### config.mk
export PLATFORM = sky130hd
export DESIGN_NAME = debug_regdump_tx_flat
export DESIGN_NICKNAME = d
export VERILOG_FILES = /design/src/rtl/debug_regdump_tx_pkg.sv /design/src/rtl/debug_regdump_tx_if.sv /design/src/rtl/debug_regdump_tx_byte_shifter.sv /design/src/rtl/debug_regdump_tx.sv /design/src/flat_wrapper.sv
export SDC_FILE = /design/constraint.sdc
export NUM_CORES = 1
export LEC_CHECK = 0
export ABC_AREA = 1
export CAP_MARGIN = 20
export CORE_ASPECT_RATIO = 1.1
export CORE_MARGIN = 3
export CORE_UTILIZATION = 40
export CTS_BUF_LIST = sky130_fd_sc_hd__clkbuf_4
export CTS_CLUSTER_DIAMETER = 150
export DETAILED_ROUTE_END_ITERATION = 7
export GPL_TIMING_DRIVEN = 1
export PLACE_DENSITY = 0.67
export SYNTH_ARGS = -nofsm -noshare
export SYNTH_HDL_FRONTEND = slang
export SYNTH_SLANG_ARGS = --single-unit
### constraint.sdc
create_clock -name clock -period 1.4 [get_ports clock]
set_clock_uncertainty 0.1 [all_clocks]
set_input_delay 0.35 -clock clock [delete_from_list [all_inputs] [get_ports clock]]
set_output_delay 0.35 -clock clock [all_outputs]
set_load 0.05 [all_outputs]
### src/rtl/debug_regdump_tx_pkg.sv
// debug_pkg: shared definitions for the debug register-dump transmitter.
//   - dumpState_t : FSM state encoding (IDLE/SEND/CSUM/DONE)
//   - BYTE_W      : byte width of the transmit stream
//   - calcNBytes  : frame length in data bytes for a given word width/count
//   - calcCntW    : byte-counter width able to hold 0..NBYTES
package debug_pkg;

  localparam int BYTE_W = 8;

  // CSUM is only reachable when the checksum byte is compiled in.
  typedef enum logic [1:0] {
    IDLE = 2'd0,
    SEND = 2'd1,
    CSUM = 2'd2,
    DONE = 2'd3
  } dumpState_t;

  function automatic int calcNBytes(input int wordWide, input int numWords);
    return (wordWide * numWords) / BYTE_W;
  endfunction

  // One extra count so the counter can reach NBYTES without wrapping.
  function automatic int calcCntW(input int nBytes);
    return $clog2(nBytes + 1);
  endfunction

  localparam int NBYTES_DEFAULT = calcNBytes(32, 5);
  localparam int CNT_W_DEFAULT  = calcCntW(NBYTES_DEFAULT);

endpackage

### src/rtl/debug_regdump_tx_if.sv
// debug_regdump_tx_if: byte stream towards the debug UART transmitter.
//   txData  - byte presented to the UART
//   txValid - txData is valid
//   txReady - UART accepts the byte this cycle
// master = dump block (drives data/valid), slave = UART TX.
interface debug_regdump_tx_if;
  logic [7:0] txData;
  logic       txValid;
  logic       txReady;

  modport master (output txData, output txValid, input txReady);
  modport slave  (input txData, input txValid, output txReady);
endinterface

### src/rtl/debug_regdump_tx_byte_shifter.sv
// debug_byte_shifter: shadow copy of the debug bus that serialises it MSB
// byte first.
//   clock, reset - system clock, synchronous active-high reset
//   load         - capture loadData (word 0 ends up in the top bits)
//   shift        - drop the top byte, shifting left by one byte
//   loadData     - flat debug bus, word i at [i*word_wide +: word_wide]
//   topByte      - current byte to transmit
module debug_byte_shifter
  import debug_pkg::*;
#(
  parameter int word_wide = 32,
  parameter int num_words = 5
) (
  input  logic                           clock,
  input  logic                           reset,
  input  logic                           load,
  input  logic                           shift,
  input  logic [num_words*word_wide-1:0] loadData,
  output logic [BYTE_W-1:0]              topByte
);

  localparam int TOTAL_W = num_words * word_wide;

  logic [TOTAL_W-1:0] shadow;
  logic [TOTAL_W-1:0] ordered;

  // Reverse word order so word 0 sits at the top and leaves first; bytes
  // within a word are already MSB-first in this layout.
  always_comb begin
    ordered = '0;
    for (int i = 0; i < num_words; i++)
      ordered[(num_words-1-i)*word_wide +: word_wide] = loadData[i*word_wide +: word_wide];
  end

  always_ff @(posedge clock) begin
    if (reset)      shadow <= '0;
    else if (load)  shadow <= ordered;
    else if (shift) shadow <= shadow << BYTE_W;
  end

  assign topByte = shadow[TOTAL_W-1 -: BYTE_W];

endmodule

### src/rtl/debug_regdump_tx.sv
// debug_regdump_tx: snapshots the register bank's debug read ports on a
// start request and streams them as a byte frame to the debug UART.
//   clock, reset - system clock, synchronous active-high reset
//   start        - dump request, honoured only in IDLE
//   dbgRegs      - flat debug bus, word i at [i*word_wide +: word_wide]
//   tx           - byte stream (txData/txValid/txReady), master side
//   busy         - frame in progress
//   done         - one-cycle pulse after the last byte is accepted
// Build option: DEBUG_DUMP_CHECKSUM_EN appends a mod-256 sum of the data
// bytes as a final byte.
module debug_regdump_tx
  import debug_pkg::*;
#(
  parameter int word_wide = 32,
  parameter int num_words = 5
) (
  input  logic                           clock,
  input  logic                           reset,
  input  logic                           start,
  input  logic [num_words*word_wide-1:0] dbgRegs,
  debug_regdump_tx_if.master             tx,
  output logic                           busy,
  output logic                           done
);

  localparam int NBYTES = calcNBytes(word_wide, num_words);
  localparam int CNT_W  = calcCntW(NBYTES);
  localparam logic [CNT_W-1:0] LAST_IDX = CNT_W'(NBYTES - 1);

  dumpState_t        state, nextState;
  logic [CNT_W-1:0]  byteCnt;
  logic [BYTE_W-1:0] shByte;
  logic              capture;
  logic              sendXfer;

`ifdef DEBUG_DUMP_CHECKSUM_EN
  logic [BYTE_W-1:0] csumAcc;
`endif

  assign sendXfer = (state == SEND) && tx.txReady;
  assign busy     = (state != IDLE);

  debug_byte_shifter #(
    .word_wide (word_wide),
    .num_words (num_words)
  ) u_shifter (
    .clock    (clock),
    .reset    (reset),
    .load     (capture),
    .shift    (sendXfer),
    .loadData (dbgRegs),
    .topByte  (shByte)
  );

  always_ff @(posedge clock) begin
    if (reset) state <= IDLE;
    else       state <= nextState;
  end

  always_comb begin
    nextState  = state;
    capture    = 1'b0;
    done       = 1'b0;
    tx.txValid = 1'b0;
    tx.txData  = '0;
    case (state)
      IDLE: begin
        if (start) begin
          capture   = 1'b1;
          nextState = SEND;
        end
      end
      SEND: begin
        tx.txValid = 1'b1;
        tx.txData  = shByte;
        if (tx.txReady && (byteCnt == LAST_IDX))
`ifdef DEBUG_DUMP_CHECKSUM_EN
          nextState = CSUM;
`else
          nextState = DONE;
`endif
      end
`ifdef DEBUG_DUMP_CHECKSUM_EN
      CSUM: begin
        tx.txValid = 1'b1;
        tx.txData  = csumAcc;
        if (tx.txReady) nextState = DONE;
      end
`endif
      DONE: begin
        done      = 1'b1;
        nextState = IDLE;
      end
      default: nextState = IDLE;
    endcase
  end

  always_ff @(posedge clock) begin
    if (reset || capture) byteCnt <= '0;
    else if (sendXfer)    byteCnt <= byteCnt + 1'b1;
  end

`ifdef DEBUG_DUMP_CHECKSUM_EN
  // Running sum of bytes as they are accepted; ready by the time CSUM is entered.
  always_ff @(posedge clock) begin
    if (reset || capture) csumAcc <= '0;
    else if (sendXfer)    csumAcc <= csumAcc + shByte;
  end
`endif

endmodule

### src/flat_wrapper.sv
// flat-port wrapper written by rule: the top's interface ports become plain ports
module debug_regdump_tx_flat import debug_pkg::*;
#(
  parameter int word_wide = 32,
  parameter int num_words = 5
)
  (clock, reset, start, dbgRegs, busy, done, tx_txData, tx_txValid, tx_txReady);
  debug_regdump_tx_if tx_i ();
  input  logic clock;
  input  logic reset;
  input  logic start;
  input  logic [num_words*word_wide-1:0] dbgRegs;
  output logic busy;
  output logic done;
  output wire logic [$bits(tx_i.txData)-1:0] tx_txData;
  output wire logic [$bits(tx_i.txValid)-1:0] tx_txValid;
  input wire logic [$bits(tx_i.txReady)-1:0] tx_txReady;
  assign tx_txData = tx_i.txData;
  assign tx_txValid = tx_i.txValid;
  assign tx_i.txReady = tx_txReady;
  debug_regdump_tx #(.word_wide(word_wide), .num_words(num_words)) u_core (.clock(clock), .reset(reset), .start(start), .dbgRegs(dbgRegs), .tx(tx_i), .busy(busy), .done(done));
endmodule
==> qor.yml, run 1 <==
route:
  wl_mm: 42.0
  first_iter_violations: 904
  via_per_inst: 5.59
  drtAntennaViolNets: 0
  wl_per_cell_um: 21.1
  dr.pass1.iters: 6
  drcViolationCount: 0
  vias: 11134
power:
  p_comb_frac: 0.404
  power_density_mw_per_mm2: 800
  power.internal_w: 0.00869
  ir_drop_v: 0.000516
  pwr-share-clk: 0.204
  sequentialPowerShare: 0.393
  netSwitchingPower_w: 0.00495
  swShare: 0.363
  leakagePower_nw: 7.28
  total_power_w: 0.0136
cts:
  clk_pin_slew_ns: 0.14
  clock_path_buffers: 2
  root_buffer: "clkbuf_4"
  clkSinkCount: 167
  cts_buffers: 17
  clock_latency_ns: 0.62
  cts_tree: "done"
  h-tree-depth: 4
place:
  gp_congestion: 0.811
  dpl_cell_area_mm2: 0.0112
  preCtsSetupSlack_ns: -0.474
  portBuffers: 174
  hpwl_mm: 15.9
timing:
  setup_tns_ns: -109.79
  post-route-period-util: 1.58
  min_period_ns: 2.21
  setup_viol: 176
  fmax_mhz: 452
  worst_pin_slew_ns: 0.558
  rsz0062_at_grt: "yes"
  finalWorstSetupSlack_ns: -0.814
  final_max_slew_viol_count: 0
  hold_viol_final: 0
  slew_headroom: 0.628
  hold_slack_ns: 0.196
setup_path:
  critical_path_depth: 6
  slowest_stage: "dfxtp_2"
  required_ns: 0.95
  critPathMaxFanout: 8
  endpoint_kind: "output pin"
  cp_cell_sequence: "buf_6, nor2_4, clkinvlp_4, buf_12, nor2_4, buf_12"
  worst_r2r_path_depth: 13
  critPathMaxStageDelay_ns: 0.35
  crit_path_start_kind: "register"
  crit_arrival_ns: 1.76
  crit_buf_inv: 4
  cp_top_family: "buffers and inverters"
  critical_path_class: "register to output pin"
hold_path:
  hp-class: "input pin to register"
  holdPathStages: 3
yosys:
  synthDistinctLibCells: 22
  synth_simple_gate_area_frac: 0.330
  synth-seq-cells: 167
  synth_top_family_by_area: "simple AND/OR/NAND/NOR gates"
  syn_area_per_cell_um2: 6.20
  synthMuxAreaShare: 0
  synthCells: 1417
  syn-num-nets: 1582
  ys_warn_count: 0
  synth_compound_area_frac: 0.0945
  ys_seq_area_frac: 0.380
  netlist_area_mm2: 0.00879
  synthAdderAreaFrac: 0.00142
  synth_xor_area_frac: 0
run_status:
  violations: "negative setup slack"
  status: "finished, violations left"
cells_and_area:
  fill_cells: 1191
  stdcell_area_mm2: 0.0171
  area_delta_synth_final_pct: 94.0
  final_layout_size_suffix_gt1_frac: 0.441
  final_nets: 1853
global_routing:
  antenna_found_initial: 2
  grt_usage: 0.278
  grt_pass1_vias: 10511
  use_met3: 0.0637
  grt_use_met1: 0.329
  grtUsageMet2: 0.467
  overflow: 0
  grt_most_used_layer: "met2"
  grt_max_degree: 77
  grt_pass1_wl_mm: 53.4
floorplanning:
  die_y_um: 161
  pin_count: 175
  dieArea_mm2: 0.0238
  die-width_um: 147
  start_util: 0.410
  rows: 56
  coreArea_mm2: 0.0214
run:
  maxCapViolations: 0
==> cells in the final DEF (no fill, tap or decap), types with 2 or more instances in the layout <==
master | netlist | layout
clkinv_1 | 1 | 4
nand2_4 | 2 | 138
buf_8 | 0 | 14
buf_4 | 12 | 27
inv_1 | 322 | 317
nor2_4 | 0 | 9
clkbuf_4 | 0 | 18
buf_16 | 0 | 46
a21oi_1 | 164 | 19
nand3_1 | 306 | 147
buf_6 | 2 | 25
nand2_8 | 0 | 4
nand3_4 | 0 | 32
inv_4 | 0 | 2
diode_2 | 0 | 2
nand2_2 | 0 | 63
clkbuf_16 | 0 | 8
o21ai_0 | 2 | 2
clkinvlp_4 | 0 | 8
nand2_1 | 329 | 126
a21oi_2 | 0 | 145
buf_12 | 0 | 69
nand3_2 | 1 | 128
clkdlybuf4s50_1 | 0 | 161
nand4_1 | 2 | 2
nor2_1 | 13 | 4
dfxtp_1 | 167 | 165
==> repair_timing <==
action / in CTS / in global routing
setup endpoints to repair: 172 / 176
pin swaps: 80 / 192
gates resized for setup: 309 / 546
hold buffers: 1 / 0
gates cloned: 59 / 8
setup buffers: 63 / 27
hold endpoints to repair: 4 / 0
==> synth_stat cells, drive strengths merged <==
master	instances	area (um2)
a21oi	164	821
and2	1	6.26
buf	63	344
clkbuf	38	143
clkinv	1	3.75
dfxtp	167	3340
ha	1	12.5
inv	323	1210
nand2	331	1260
nand3	307	1540
nand4	2	12.5
nor2	14	68.8
nor3	2	10.0
o21ai	2	10.0
or2	1	6.26
==> layer usage <==
metal  wire length [um]  share of wire
met3               3440          0.082
met2              20700           0.49
met5                  0              0
met1              15000           0.36
met4               2850          0.068
==> registers in the layout, summed over array words and instances, names as in the netlist <==
signal	cells
u_core.u_shifter.shadow	160
u_core.byteCnt	5
u_core.state	2
==> kinds of logic (layout without fill, tap and decap cells) <==
| logic type | Yosys count | after routing |
|---|---|---|
| adder cells (fa/ha/maj) | 1 | 1 |
| other | 0 | 2 |
| buffers and inverters | 425 | 708 |
| AO/OA/AOI/OAI | 166 | 166 |
| flip-flops | 167 | 167 |
| AND/OR/NAND/NOR | 658 | 658 |
==> worst paths after layout <==
path,from,end,slack (ns)
worst min-delay path,dbgRegs[129],u_core.u_shifter.shadow[1],0.20
worst min register to register,u_core.u_shifter.shadow[56],u_core.u_shifter.shadow[56],0.37
worst max register to register,u_core.state[1],u_core.u_shifter.shadow[49],-0.73
worst max-delay path,u_core.state[1],tx_txData[7],-0.81
==> through the flow <==
stage	cells	utilization
finish	1992	0.796
global route	1992	0.796
CTS	1983	0.694
detailed placement	1831	0.525
global placement	1831	0.525
floorplan	1417	-
==> power groups by stage <==
stage / Combinational [W] / Sequential [W] / Clock, W
floorplan: 0.00150 / 0.00529 / 0
global placement: 0.00248 / 0.00533 / 0
detailed placement: 0.00250 / 0.00533 / 0
CTS: 0.00440 / 0.00524 / 0.00265
global route: 0.00575 / 0.00538 / 0.00294
finish: 0.00551 / 0.00536 / 0.00278
==> layout make-up <==
cell class                      count  area (um2)  share of cell area
Multi-Input combinational cell    825        6640               0.389
Clock inverter                     13         109             0.00638
Sequential cell                   167        3350               0.196
Clock buffer                       18         135             0.00792
Timing Repair inverter              1        16.3            0.000953
Timing Repair Buffer              352        5200               0.305
Inverter                          324        1240              0.0730
Antenna cell                        2        5.00            0.000293
Tap cell                          290         363              0.0213
==> worst register-to-register path, cell delays in order, from the launching register on <==
cell     delay, ns
dfxtp_2       0.35
buf_4         0.13
buf_6         0.11
buf_6         0.12
nor2_8        0.13
buf_6         0.15
nand2_8       0.08
buf_6         0.13
buf_16        0.15
buf_12        0.15
buf_16        0.16
nand2_4       0.06
nand3_2       0.10
a21oi_2       0.15
No activity file was read; power rests on OpenSTA's default activity.
==> inputs of run 2 (changes only) <==
--- a/config.mk
+++ b/config.mk
@@ -5,16 +5,14 @@
 export SDC_FILE = /design/constraint.sdc
 export NUM_CORES = 1
 export LEC_CHECK = 0
-export ABC_AREA = 1
 export CAP_MARGIN = 20
 export CORE_ASPECT_RATIO = 1.1
-export CORE_MARGIN = 3
+export CORE_MARGIN = 2
 export CORE_UTILIZATION = 40
 export CTS_BUF_LIST = sky130_fd_sc_hd__clkbuf_4
-export CTS_CLUSTER_DIAMETER = 150
 export DETAILED_ROUTE_END_ITERATION = 7
 export GPL_TIMING_DRIVEN = 1
-export PLACE_DENSITY = 0.67
+export PLACE_DENSITY = 0.71
 export SYNTH_ARGS = -nofsm -noshare
 export SYNTH_HDL_FRONTEND = slang
 export SYNTH_SLANG_ARGS = --single-unit
==> qor.yml, run 2 <==
global_routing:
  overflow: 0  # unchanged
  grt_max_degree: 57  # -26%
  grt_pass1_wl_mm: 35.1  # -34%
  antenna_found_initial: 3  # +1
  grt_usage: 0.249  # -0.0284
  grt_pass1_vias: 6581  # -37%
setup_path:
  crit_arrival_ns: 1.55  # -0.21 ns
  crit_path_start_kind: "register"
  critPathMaxStageDelay_ns: 0.37  # +0.02 ns
  cp_cell_sequence: "nor2b_4, buf_6, and2_4, buf_12"
  slowest_stage: "dfxtp_2"
  critPathMaxFanout: 5  # -3
  rr_endpoint: "u_core.u_shifter.shadow[137]"
  worst_r2r_path_depth: 6  # -7
  reg2reg_slack_ns: -0.48  # +0.25 ns
  critical_path_class: "register to output pin"
  r2r-start: "u_core.state[0]"
  endpoint_kind: "output pin"
  required_ns: 0.95  # about the same
route:
  via_per_inst: 6.13  # +9.8%
  drcViolationCount: 0  # unchanged
  first_iter_violations: 534  # -41%
  wl_mm: 25.5  # -39%
  wl_per_cell_um: 21.5  # +1.9%
  dr.pass1.iters: 5  # -1
  drtAntennaViolNets: 0  # unchanged
  vias: 7282  # -35%
hold_path:
  hp-start: "reset"
  hold_end: "u_core.state[1]"
  hp-class: "input pin to register"
  holdPathStages: 3  # unchanged
yosys:
  netlist.top_cell.by_area: "dfxtp_1"
  netlist_area_mm2: 0.00657  # -25%
  synth_flop_cell: "dfxtp_1"
  synth_xor_area_frac: 0.00267  # +0.00267
  synthCells: 766  # -46%
  synth_top_family_by_area: "simple AND/OR/NAND/NOR gates"
  synth_top_area_share: 0.509  # +0.129
  synth-edff-count: 0  # unchanged
  synthTopCellsByCount: "nor3_1 (273), dfxtp_1 (167), o22ai_1 (144)"
  ys_warn_count: 0  # unchanged
  synth-seq-cells: 167  # unchanged
  synthDistinctLibCells: 30  # +36%
  ys_seq_area_frac: 0.509  # +0.129
  synth_compound_area_frac: 0.177  # +0.0825
  yosys-top-cells-area: "dfxtp_1 (51%), nor3_1 (21%), o22ai_1 (14%)"
  synthMuxAreaShare: 0  # unchanged
  syn-num-nets: 931  # -41%
  async_flop_share: 0  # unchanged
  synthAdderAreaFrac: 0.00191  # +0.000482
  syn_area_per_cell_um2: 8.57  # +38%
  synth_simple_gate_area_frac: 0.246  # -0.0843
  yosysMostFrequentCell: "nor3_1"
timing:
  final_max_slew_viol_count: 0  # unchanged
  slew_headroom: 0.761  # +0.133
  fmax_mhz: 500  # +11%
  post-route-period-util: 1.43  # -0.152
  finalWorstSetupSlack_ns: -0.601  # +0.213 ns
  hold_viol_final: 0  # unchanged
  rsz0062_at_grt: "yes"
  setup_viol: 177  # +0.57%
  worst_pin_slew_ns: 0.359  # -0.200 ns
  min_period_ns: 2.00  # -0.213 ns
floorplanning:
  dieArea_mm2: 0.0175  # -27%
  start_util: 0.406  # -0.00438
  rows: 49  # -13%
  coreArea_mm2: 0.0162  # -25%
  die-width_um: 126  # -14%
  pin_count: 175  # unchanged
  die_y_um: 138  # -14%
cts:
  h-tree-depth: 4  # unchanged
  clock_latency_ns: 0.58  # -0.04 ns
  hold_buffers: 0  # -1
  cts_buffers: 17  # unchanged
  clk_pin_slew_ns: 0.14  # about the same
  clkSinkCount: 167  # unchanged
  root_buffer: "clkbuf_4"
  clock_path_buffers: 2  # unchanged
  cts_tree: "done"
power:
  power_density_mw_per_mm2: 971  # +21%
  leakagePower_nw: 4.13  # -43%
  ir_drop_v: 0.000547  # +6.0%
  total_power_w: 0.0110  # -20%
cells_and_area:
  area_delta_synth_final_pct: 71.9
  largest_register: "u_core.u_shifter.shadow"
  largest_registers: "u_core.u_shifter.shadow (160), u_core.byteCnt (5), u_core.state (2)"
  final_common_cell: "nor3_1"
  stdcell_area_mm2: 0.0113  # -34%
  fin_cells: 1187  # -40%
  final_core_util: 0.697  # -0.0983
  fill_cells: 1131  # -5.0%
  final_layout_size_suffix_gt1_frac: 0.333  # -0.107
  final_cell_mix: "nor3_1 (224), dfxtp_1 (165), clkdlybuf4s50_1 (162)"
  largest_register_ffs: 160  # unchanged
  final_nets: 1133  # -39%
run:
  maxCapViolations: 0  # unchanged
place:
  dpl_cell_area_mm2: 0.00895  # -20%
  gp_congestion: 0.793  # -2.2%
  hpwl_mm: 13.0  # -18%
  portBuffers: 174  # unchanged
  place_inst: 1107  # -40%
run_status:
  status: "finished, violations left"
  violations: "negative setup slack"
==> run 2: layer usage <==
metal / vias up / share of wire / track usage
li1: 3320 / - / -
met1: 3562 / 0.39 / 0.309
met2: 322 / 0.52 / 0.431
met3: 76 / 0.055 / 0.0480
met4: 2 / 0.038 / 0.0896
met5: - / 0.00047 / 0
==> run 2: worst max path at each step <==
stage | to | slack (ns) | depth (start not counted) | startpoint
4_1_cts | tx_txData[4] | -0.60 | 4 | u_core.state[0]
2_1_floorplan | u_core.u_shifter.shadow[48] | -0.11 | 6 | u_core.state[0]
3_3_place_gp | u_core.u_shifter.shadow[22] | -0.67 | 5 | start
5_1_grt | tx_txData[6] | -0.64 | 4 | u_core.state[0]
6_report | tx_txData[4] | -0.60 | 4 | u_core.state[0]
3_5_place_dp | u_core.u_shifter.shadow[22] | -0.69 | 5 | start
==> run 2: where the power goes <==
| part | internal, W | switching, W | leakage (nW) |
|---|---|---|---|
| Sequential | 0.00518 | 0.000356 | 1.38 |
| Combinational | 0.00165 | 0.00133 | 2.63 |
| Clock | 0.000719 | 0.00172 | 0.115 |
==> run 2: kinds of logic (layout without fill, tap and decap cells) <==
family                   count (synthesis)  count (layout)
AO/OA/AOI/OAI                          181             181
buffers and inverters                   96             310
flip-flops                             167             167
other                                    0               2
AND/OR/NAND/NOR                        319             320
XOR/XNOR                                 2               2
adder cells (fa/ha/maj)                  1               1
==> run 2: layout make-up <==
cell class / instances / area, um2 / share of cell area
Antenna cell: 2 / 5.00 / 0.000443
Clock buffer: 19 / 143 / 0.0126
Clock inverter: 13 / 85.1 / 0.00754
Inverter: 8 / 30.0 / 0.00266
Multi-Input combinational cell: 504 / 4060 / 0.359
Sequential cell: 167 / 3350 / 0.297
Tap cell: 204 / 255 / 0.0226
Timing Repair Buffer: 270 / 3360 / 0.298
==> run 2: repair_timing <==
item / 4_1_cts / 5_1_grt
setup endpoints to repair: 175 / 176
cloned: 18 / 8
hold endpoints to repair: 0 / 0
pin swaps: 74 / 38
gates resized for setup: 113 / 130
buffers inserted: 6 / 15
==> run 2: critical path, delay by kind of cell (launching register included) <==
family	cells	cell delay (ns)
buffers and inverters	2	0.27
DFF	1	0.37
and+or+nand+nor	2	0.34
==> run 2: through the flow <==
stage	hold slack (ns)	setup TNS [ns]	worst slack, ns
after floorplan	0.321	-11.66	-0.111
after global placement	0.342	-97.62	-0.670
after detailed placement	0.343	-100.73	-0.685
after CTS	0.0548	-62.96	-0.604
after global routing	0.0691	-77.15	-0.643
final	0.0890	-69.41	-0.601
